<file path="config.mk">
export PLATFORM = sky130hd
export DESIGN_NAME = alu_seq
export DESIGN_NICKNAME = d
export VERILOG_FILES = /design/src/rtl/alu_seq.sv
export SDC_FILE = /design/constraint.sdc
export NUM_CORES = 1
export LEC_CHECK = 0
export ABC_AREA = 1
export BUFFER_PORTS_ARGS = -buffer_cell sky130_fd_sc_hd__clkbuf_2
export CORE_ASPECT_RATIO = 1.25
export CORE_MARGIN = 2
export CORE_UTILIZATION = 60
export DETAILED_ROUTE_END_ITERATION = 12
export MAX_ROUTING_LAYER = met4
export PLACE_DENSITY = 0.84
export SYNTH_ARGS = -nofsm -noshare
export SYNTH_HDL_FRONTEND = slang
export SYNTH_SLANG_ARGS = --single-unit
</file>
<file path="constraint.sdc">
create_clock -name clk -period 5.76 [get_ports clk]
set_input_delay 0.576 -clock clk [delete_from_list [all_inputs] [get_ports clk]]
set_output_delay 0.576 -clock clk [all_outputs]
set_load 0.02 [all_outputs]
</file>
<file path="src/rtl/alu_seq.sv">
// alu_seq: parametrised multi-cycle ALU with strobe-latched operands, a serial
// rotate and a shift-add multiplier behind a busy/done handshake.
module alu_seq #(
    parameter int unsigned W      = 8,
    parameter bit          MUL_EN = 1'b1
) (
    input  logic         clk,
    input  logic         reset,
    input  logic [2:0]   opcode,
    input  logic [W-1:0] a_in,
    input  logic [W-1:0] b_in,
    input  logic         c_ain,
    input  logic         c_bin,
    input  logic         c_alu,
    input  logic         c_aout,
    output logic [W-1:0] a_out,
    output logic         flag,
    output logic         busy,
    output logic         done
);

    localparam int unsigned HALF = W / 2;
    localparam int unsigned KW   = $clog2(W);
    localparam int unsigned CW   = KW + 1;

    localparam logic [2:0] OP_ADD  = 3'd0;
    localparam logic [2:0] OP_SUB  = 3'd1;
    localparam logic [2:0] OP_ADDI = 3'd2;
    localparam logic [2:0] OP_ROW  = 3'd3;
    localparam logic [2:0] OP_COL  = 3'd4;
    localparam logic [2:0] OP_INCL = 3'd5;
    localparam logic [2:0] OP_F    = 3'd6;
    localparam logic [2:0] OP_MUL  = 3'd7;

    typedef enum logic [1:0] {
        ST_IDLE = 2'd0,
        ST_ROT  = 2'd1,
        ST_MUL  = 2'd2
    } state_e;

    state_e         state_q, state_d;
    logic [W-1:0]   a_q, a_d;
    logic [W-1:0]   b_q, b_d;
    logic [W-1:0]   acc_q, acc_d;
    logic [W-1:0]   work_q, work_d;
    logic [2*W-1:0] mcand_q, mcand_d;
    logic [2*W-1:0] prod_q, prod_d;
    logic [CW-1:0]  cnt_q, cnt_d;
    logic           flag_q, flag_d;
    logic           busy_q, busy_d;
    logic           done_q, done_d;

    logic [W:0]     add_sum;
    logic [W:0]     addi_sum;
    logic [W-1:0]   rot_next;
    logic [2*W-1:0] prod_next;
    logic [KW-1:0]  rot_k;

    assign add_sum   = {1'b0, a_q} + {1'b0, b_q};
    assign addi_sum  = {1'b0, a_q} + (W+1)'(b_q[HALF-1:0]);
    assign rot_next  = {work_q[W-2:0], work_q[W-1]};
    assign prod_next = prod_q + (work_q[0] ? mcand_q : '0);
    assign rot_k     = b_q[KW-1:0];

    assign a_out = c_aout ? acc_q : '0;
    assign flag  = flag_q;
    assign busy  = busy_q;
    assign done  = done_q;

    // State and datapath registers
    always_ff @(posedge clk or negedge reset) begin
        if (!reset) begin
            state_q <= ST_IDLE;
            a_q     <= '0;
            b_q     <= '0;
            acc_q   <= '0;
            work_q  <= '0;
            mcand_q <= '0;
            prod_q  <= '0;
            cnt_q   <= '0;
            flag_q  <= 1'b0;
            busy_q  <= 1'b0;
            done_q  <= 1'b0;
        end else begin
            state_q <= state_d;
            a_q     <= a_d;
            b_q     <= b_d;
            acc_q   <= acc_d;
            work_q  <= work_d;
            mcand_q <= mcand_d;
            prod_q  <= prod_d;
            cnt_q   <= cnt_d;
            flag_q  <= flag_d;
            busy_q  <= busy_d;
            done_q  <= done_d;
        end
    end

    // Next-state, operand latching and op execution
    always_comb begin
        state_d = state_q;
        a_d     = a_q;
        b_d     = b_q;
        acc_d   = acc_q;
        work_d  = work_q;
        mcand_d = mcand_q;
        prod_d  = prod_q;
        cnt_d   = cnt_q;
        flag_d  = flag_q;
        done_d  = 1'b0;

        if (state_q == ST_IDLE) begin
            if (c_ain) a_d = a_in;
            if (c_bin) b_d = b_in;
        end

        case (state_q)
            ST_IDLE: begin
                if (c_alu) begin
                    done_d = 1'b1;
                    case (opcode)
                        OP_ADD: begin
                            acc_d  = add_sum[W-1:0];
                            flag_d = add_sum[W];
                        end
                        OP_SUB: begin
                            acc_d  = a_q - b_q;
                            flag_d = (a_q < b_q);
                        end
                        OP_ADDI: begin
                            acc_d  = addi_sum[W-1:0];
                            flag_d = addi_sum[W];
                        end
                        OP_ROW: begin
                            acc_d  = W'(b_q[W-1:HALF]);
                            flag_d = (b_q[W-1:HALF] == '0);
                        end
                        OP_COL: begin
                            acc_d  = W'(b_q[HALF-1:0]);
                            flag_d = (b_q[HALF-1:0] == '0);
                        end
                        OP_INCL: begin
                            if (rot_k == '0) begin
                                acc_d  = a_q;
                                flag_d = 1'b0;
                            end else begin
                                done_d  = 1'b0;
                                state_d = ST_ROT;
                                work_d  = a_q;
                                cnt_d   = CW'(rot_k);
                            end
                        end
                        OP_F: begin
                            flag_d = (a_q == b_q);
                        end
                        OP_MUL: begin
                            if (MUL_EN) begin
                                done_d  = 1'b0;
                                state_d = ST_MUL;
                                work_d  = b_q;
                                mcand_d = (2*W)'(a_q);
                                prod_d  = '0;
                                cnt_d   = CW'(W);
                            end else begin
                                flag_d = 1'b0;
                            end
                        end
                    endcase
                end
            end
            ST_ROT: begin
                work_d = rot_next;
                cnt_d  = cnt_q - CW'(1);
                if (cnt_q == CW'(1)) begin
                    acc_d   = rot_next;
                    flag_d  = work_q[W-1];
                    done_d  = 1'b1;
                    state_d = ST_IDLE;
                end
            end
            ST_MUL: begin
                // Multiplier consumed LSB first; multiplicand shifts up each step
                prod_d  = prod_next;
                mcand_d = mcand_q << 1;
                work_d  = work_q >> 1;
                cnt_d   = cnt_q - CW'(1);
                if (cnt_q == CW'(1)) begin
                    acc_d   = prod_next[W-1:0];
                    flag_d  = |prod_next[2*W-1:W];
                    done_d  = 1'b1;
                    state_d = ST_IDLE;
                end
            end
            default: begin
                state_d = ST_IDLE;
            end
        endcase

        busy_d = (state_d != ST_IDLE);
    end

endmodule

</file>
==> results of run 1 <==
-- how the worst min path moves through the flow --
stage / startpoint / end / slack, ps
after global routing: reset / b_q[4]$_DFFE_PN0P_ / 450
after global placement: acc_q[2]$_DFFE_PN0P_ / acc_q[2]$_DFFE_PN0P_ / 470
after detailed placement: acc_q[5]$_DFFE_PN0P_ / acc_q[5]$_DFFE_PN0P_ / 470
final: reset / b_q[4]$_DFFE_PN0P_ / 320
after floorplan: reset / a_q[0]$_DFFE_PN0P_ / 280
after CTS: reset / a_q[3]$_DFFE_PN0P_ / 400
-- flip-flops by register name (all words and copies together) (netlist names) --
name and cells:
cnt_q 4, flag 1, mcand_q 16, a_q 8, work_q 8, state_q 2, done 1, prod_q 16
busy 1, b_q 8, acc_q 8
-- per-stage QoR --
| step | instances | hold slack [ps] | setup slack, ps |
|---|---|---|---|
| finish | 984 | 323 | 2860 |
| global route | 984 | 452 | 2650 |
| CTS | 984 | 403 | 2920 |
| detailed placement | 968 | 474 | 2950 |
| global placement | 968 | 467 | 3080 |
| floorplan | 832 | 280 | 3340 |
-- synthesized netlist by cell type (5+ instances only) --
cell | count | area [um2]
nand2_1 | 230 | 863
inv_1 | 132 | 495
dfrtp_1 | 73 | 1830
a21oi_1 | 57 | 285
nor2_1 | 52 | 195
nand3_1 | 50 | 250
o21ai_0 | 45 | 225
ha_1 | 38 | 475
o22ai_1 | 20 | 125
o21ai_1 | 18 | 90.1
o211ai_1 | 10 | 75.1
clkbuf_1 | 9 | 33.8
nand4_1 | 8 | 50.1
inv_2 | 6 | 22.5
nor3_1 | 5 | 25.0
or2_2 | 5 | 31.3
-- cell families after synthesis --
family,count (synthesis)
simple gates,371
compound gates,175
buf+inv,166
flops,73
fa+ha+maj,41
xor+xnor,4
mux,2
-- worst max-delay path: cells and delay by family, from the launching register on --
kind | cells | cell delay, ps
buf+inv | 2 | 840
flops | 1 | 420
mux | 1 | 300
compound gates | 2 | 590
fa+ha+maj | 1 | 640
-- metal layers --
layer  vias up  part of all wire  track usage
met5         -                 0            -
met4         0             0.049        0.179
li1       2754                 -            -
met3        55             0.047       0.0403
met1      2583              0.37        0.340
met2       186              0.53        0.576
-- cell type report --
type,count,share of cell area
Inverter,144,0.0887
Clock buffer,9,0.0361
Multi-Input combinational cell,593,0.518
Tap cell,123,0.0247
Clock inverter,7,0.0112
Timing Repair Buffer,35,0.0285
Sequential cell,73,0.293
-- power by group through the flow --
| stage | combinational [mW] | sequential [mW] | clock [mW] |
|---|---|---|---|
| global route | 2.65 | 0.999 | 0.588 |
| detailed placement | 2.33 | 0.971 | 0 |
| floorplan | 1.82 | 0.896 | 0 |
| finish | 2.38 | 0.969 | 0.562 |
| global placement | 2.27 | 0.963 | 0 |
| CTS | 2.34 | 0.965 | 0.565 |
==> metrics.md, run 1 <==
| Metric | Value |
|---|---|
| Outcome | finished clean |
| Share of cells above drive strength 1 | 0.105 |
| Count of cell types in the netlist | 55 |
| Wire per inst | approximately 16 um |
| Aggregate routed wire length | between 15,000 and 20,000 um |
| Post-route DRC | 0 |
| FILL cells | slightly above 800 |
| Pin count of the biggest net entering global routing | 74 |
| Syn Nets | 898 |
| Leakage dissipation | roughly 3.4 nW |
| WP data arrival | ~3100 ps |
| Commonest non-fill, non-tap cell in the layout | nand2_1 |
| P_int | 1.87 mW |
| Crit Path Category | flop to flop |
| Largest family of logic cells by synthesized area | simple AND/OR/NAND/NOR gates |
| Yosys warnings | 0 |
| Clk pwr share | 0.144 |
| Worst Setup End Kind | flop |
| CTS buffer count | 9 |
| R2r setup slk | between 2000 and 3000 ps |
| Slowest cell delay on critical path | 730 ps |
| Core box area | 0.00922 mm2 |
| Num Clock Sinks | 73 |
| Yosys reg bits | 73 |
| DP Area | 0.00594 mm2 |
| Ant diodes | 0 |
| GRT overflow | 0 |
| Register area | 0.00183 mm2 |
| Design area | just over 0.006 mm2 |
| Ys async rst share | 1.00 |
| NetSw | just over 2 mW |
| Most Frequent Cell on Critical Path | a21oi_1 |
| Layout overhead on the synthesized area | 8.58% |
| Fin util | 0.676 |
| Crit path from | state_q[0]$_DFF_PN0_ |
| Setup-violating endpoint count in the final report | 0 |
| Worst min path class | primary input to async pin |
| Sequential share of the synthesized area | 0.318 |
| Cell count after synthesis | about 830 |
| XOR/XNOR Fraction of Synth Area | 0.00610 |
| Most frequent cells in the layout | nand2_1 (230), inv_1 (132), dfrtp_1 (73) |
| CTS Hold Bufs | 0 |
| Final Skew | between 7 and 8 ps |
| Resize count post-CTS | 0 |
| Worst relative slew slack | 0.197 |
| Combinational share of power | 0.609 |
| Max cap viols | 0 |
| Antenna violations before repair | 0 |
| EDFF count, synth | 0 |
| Worst-Skew Late Latency | 350 ps |
| I/O Buffers | 35 |
| H-tree depth | 3 |
| Clock slew at reported path FFs | ~60 ps |
| End of the critical path | work_q[0]$_DFFE_PN0P_ |
| Ratio of final minimum period to clock period | 0.503 |
| Dpl hpwl | about 12,000 um |
| PwrDens | ~630 mW/mm2 |
| Flop pwr share | 0.248 |
| Total number of vias | around 5,600 |
| Maximum root-to-sink buffer count | 2 |
| Total die area | 0.0104 mm2 |
| Critical-path top delay cell | clkinv_1 |
| Tot Pwr | just under 4 mW |
| Root Driver | clkbuf_16 |
| Overall Global Routing Usage | 0.321 |
| CP cell instances | inv_1 > ha_1 > clkinv_1 > a21oi_1 > a21oi_1 > mux2_1 |
| Post-Synth Adder-Cell Area | 0.0932 |
| Synth Flop Type | dfrtp_1 |
| CP Max Fanout | 27 |
| CTS tree | yes |
| Worst Path Required | 5990 ps |
| Final slew viol count | 0 |
| RSZ-0062 raised after global routing | false |
| Fmax | 345 MHz |
| First-pass GRT wire length | about 25,000 um |
| Total Nets Final | ~920 |
| Die Ht | roughly 110 um |
| Syn avg cell area | roughly 6.9 um2 |
| Worst Reg2Reg Path Length in Cells | 6 |
| Peak VDD IR | 0.381 mV |
| Critical Path Source Type | flop |
| Fin. Hold Viols | 0 |
| Starting Density | 0.623 |
| Number of global-route vias before repair | around 5,400 |
| Mapped Area | 0.00574 mm2 |
| GPL Wtd Cong | slightly below 1 |
| Area fraction in compound gates after synthesis | 0.179 |
| Final ANT Viol Nets | 0 |
| Sw frac | 0.521 |
| Vias/cell | 5.67 |
| Initial DRC Count | 481 |
| Multiplexer share of the synthesized area | 0.00392 |
| Pre-Repair DR Iteration Count | 5 |
| Multi-input logic area | about 0.0032 mm2 |
| Ports | 36 |
| Rows | 39 |
| Reg2reg end | work_q[0]$_DFFE_PN0P_ |
| Min Tclk post-route | between 2000 and 3000 ps |
| RR Startpoint | state_q[0]$_DFF_PN0_ |
| Slew @ Worst Pin | ~1200 ps |
| Postcts setup bufs | 0 |
| Die X | between 90 and 100 um |
| Setup TNS | 0 ps |
| Simple-Gate Fraction of Synth Area | 0.280 |
Note: power is estimated with default switching activity, not from simulation.
==> run 2, diff against run 1 <==
Settings changed: ABC_AREA 1 to 0.
Clock period 5.76 ns to 3 ns, I/O delays scaled along.
==> metrics.md, run 2 <==
| Metric | Value |
|---|---|
| Share of cells above drive strength 1 | 0.185 |
| Ant diodes | 0 |
| Outcome | finished with violations |
| Rows | 39 |
| Ratio of final minimum period to clock period | 1.02 |
| Combinational share of power | 0.560 |
| Ys async rst share | 1.00 |
| Vias/cell | ~6.4 |
| Critical Path Source Type | flop |
| Core box area | about 0.009 mm2 |
| Area fraction in compound gates after synthesis | 0.233 |
| Sw frac | 0.456 |
| Most frequent cells in the layout | nand2_1 (79), dfrtp_1 (72), nor2_1 (41) |
| Post-Synth Adder-Cell Area | 0.0972 |
| Tot Pwr | about 6.6 mW |
| Num Clock Sinks | 73 |
| Total Nets Final | approximately 750 |
| Post-Layout Cell Count | a little over 800 |
| Place WS | -154 ps |
| Multiplexer share of the synthesized area | 0.0691 |
| FILL cells | roughly 730 |
| Synth area leaders | dfrtp_1 (33%), ha_1 (8.6%), nand2_1 (5.4%), mux2_2 (4.9%), o21ai_0 (3.5%) |
| Synth Flop Type | dfrtp_1 |
| Sequential share of the synthesized area | 0.332 |
| GPL Wtd Cong | roughly 0.97 |
| Post-route setup slack | -51.0 ps |
| Area leader, netlist | dfrtp_1 |
| Top cells by count, synth | nand2_1 (79), dfrtp_1 (73), nor2_1 (41) |
| Pin count of the biggest net entering global routing | between 70 and 80 |
| Die X | around 90 um |
| DP Area | about 0.006 mm2 |
| Pre-Repair DR Iteration Count | 5 |
| Global routing's busiest layer | met2 |
| Min Tclk post-route | between 3000 and 4000 ps |
| Yosys reg bits | 73 |
| Final Skew | between 6 and 7 ps |
| Design area | roughly 0.0063 mm2 |
| NetSw | ~3.0 mW |
| Final slew viol count | 0 |
| Setup TNS | -51.0 ps |
| I/O Buffers | 35 |
| GRT overflow | 0 |
| Peak VDD IR | ~0.68 mV |
| Wire per inst | approximately 18 um |
| Worst-Skew Late Latency | around 340 ps |
| Fmax | between 300 and 400 MHz |
| Setup-violating endpoint count in the final report | 1 |
| Worst Reg2Reg Path Length in Cells | 10 |
| Number of global-route vias before repair | about 5,100 |
| CTS tree | yes |
| PwrDens | approximately 1100 mW/mm2 |
| Yosys warnings | 0 |
| Antenna violations before repair | 0 |
| Flop pwr share | 0.278 |
| Worst relative slew slack | 0.361 |
| CTS buffer count | 9 |
| P_int | roughly 3.6 mW |
| Total number of vias | between 5,000 and 6,000 |
| Fin. Hold Viols | 0 |
| Largest family of logic cells by synthesized area | compound AO/OA/AOI/OAI gates |
| Root Driver | clkbuf_16 |
| Die Ht | around 110 um |
| Max cap viols | 0 |
| Worst Setup End Kind | flop |
| Yosys top cell area share | 0.332 |
| Leakage dissipation | 2.86 nW |
| Worst Path Required | between 3000 and 4000 ps |
| Dpl hpwl | between 10,000 and 15,000 um |
| Simple-Gate Fraction of Synth Area | 0.202 |
| Worst min path class | primary input to async pin |
| Aggregate routed wire length | 14,900 um |
| H-tree depth | 3 |
| Mapped Area | between 0.005 and 0.006 mm2 |
| Initial DRC Count | about 300 |
| Fin util | 0.693 |
| Slew @ Worst Pin | about 950 ps |
| Cell count after synthesis | between 600 and 700 |
| First-pass GRT wire length | ~24,000 um |
| Commonest non-fill, non-tap cell in the layout | nand2_1 |
| Starting Density | 0.610 |
| Maximum root-to-sink buffer count | 2 |
| Overall Global Routing Usage | 0.324 |
| Clock slew at reported path FFs | around 60 ps |
| Layout overhead on the synthesized area | 13.6% |
| Final ANT Viol Nets | 0 |
| Most common cell in the netlist | nand2_1 |
| EDFF count, synth | 0 |
| Top Registers | mcand_q (16), prod_q (16) |
| Register area | 0.00183 mm2 |
| Placed insts | slightly below 800 |
| Met1 Use GR | 0.355 |
| XOR/XNOR Fraction of Synth Area | 0.0207 |
| CP Max Fanout | 6 |
| Hold slack | 91.0 ps |
| Violated checks | setup timing |
| Syn Nets | just over 700 |
| WP data arrival | ~3300 ps |
| Total die area | about 0.01 mm2 |
| Met3 global-route usage | 0.0477 |
| Multi-input logic area | 0.00348 mm2 |
| Crit Path Category | flop to flop |
| M2 GR Usage | 0.549 |
| Syn avg cell area | between 8 and 9 um2 |
| RSZ-0062 raised after global routing | true |
| Count of cell types in the netlist | 68 |
| Clk pwr share | 0.163 |
| Ports | 36 |
| Post-route DRC | 0 |
-- run 2: cell count changes after synthesis, moves of 18 or more --
| cell | before | now |
|---|---|---|
| a21oi_1 | 57 | 25 |
| nand3_1 | 50 | 18 |
| clkbuf_1 | 9 | 27 |
| mux2_2 | 1 | 24 |
| nand2_1 | 230 | 79 |
| inv_1 | 132 | 33 |
| and2_1 | 1 | 24 |
-- run 2: kinds of logic (layout without fill, tap and decap cells) --
group	count (synthesis)	after routing
AND/OR/NAND/NOR	226	226
AO/OA/AOI/OAI	188	188
flip-flops	73	73
buffers and inverters	64	111
adder cells (fa/ha/maj)	41	41
multiplexers	35	35
XOR/XNOR	13	13
-- run 2: path summary, 6_finish.rpt --
kind / to / slack (ps) / from
worst max-delay path: flag$_DFFE_PN0P_ / -50 / work_q[0]$_DFFE_PN0P_
worst min-delay path: a_q[4]$_DFFE_PN0P_ / 90 / reset
worst max register to register: flag$_DFFE_PN0P_ / -50 / work_q[0]$_DFFE_PN0P_
worst min register to register: acc_q[5]$_DFFE_PN0P_ / 480 / acc_q[5]$_DFFE_PN0P_
max in group asynchronous: work_q[0]$_DFFE_PN0P_ / 2250 / reset
min in group clk: a_q[7]$_DFFE_PN0P_ / 180 / a_in[7]
-- run 2: power groups by stage --
stage	Clock [mW]	Combinational, mW	Sequential (mW)
floorplan	0	2.67	1.68
global placement	0	3.48	1.81
detailed placement	0	3.60	1.84
CTS	1.09	3.67	1.82
global route	1.13	4.09	1.89
finish	1.08	3.72	1.84
-- run 2: layout make-up --
| cell class | instances | share of cell area |
|---|---|---|
| Timing Repair Buffer | 62 | 0.0604 |
| Sequential cell | 73 | 0.292 |
| Clock buffer | 9 | 0.0360 |
| Multi-Input combinational cell | 503 | 0.556 |
| Tap cell | 123 | 0.0246 |
| Inverter | 33 | 0.0198 |
| Clock inverter | 7 | 0.0114 |
-- run 2: worst max-delay path, stage by stage (launching register included) --
cell and delay [ps]:
dfrtp_2 450, and2_1 180, ha_1 330, a211o_1 290
or2_0 220, a31oi_2 270, xnor2_1 130, a211o_1 250
or4_1 470, o311ai_1 260, nand2_1 90
-- run 2: metal layers --
layer	up-vias	routed length, um
met1	2482	5580
met2	188	7960
li1	2426	-
met3	59	616
met5	-	0
met4	0	783
-- run 2: repair_timing --
item / 4_1_cts / 5_1_grt
buffers inserted: 1 / 0
hold buffers: 0 / 0
endpoints found under the setup margin: 1 / 1
gates resized for setup: 11 / 2
hold endpoints to repair: 0 / 0
pin swaps: 2 / 0
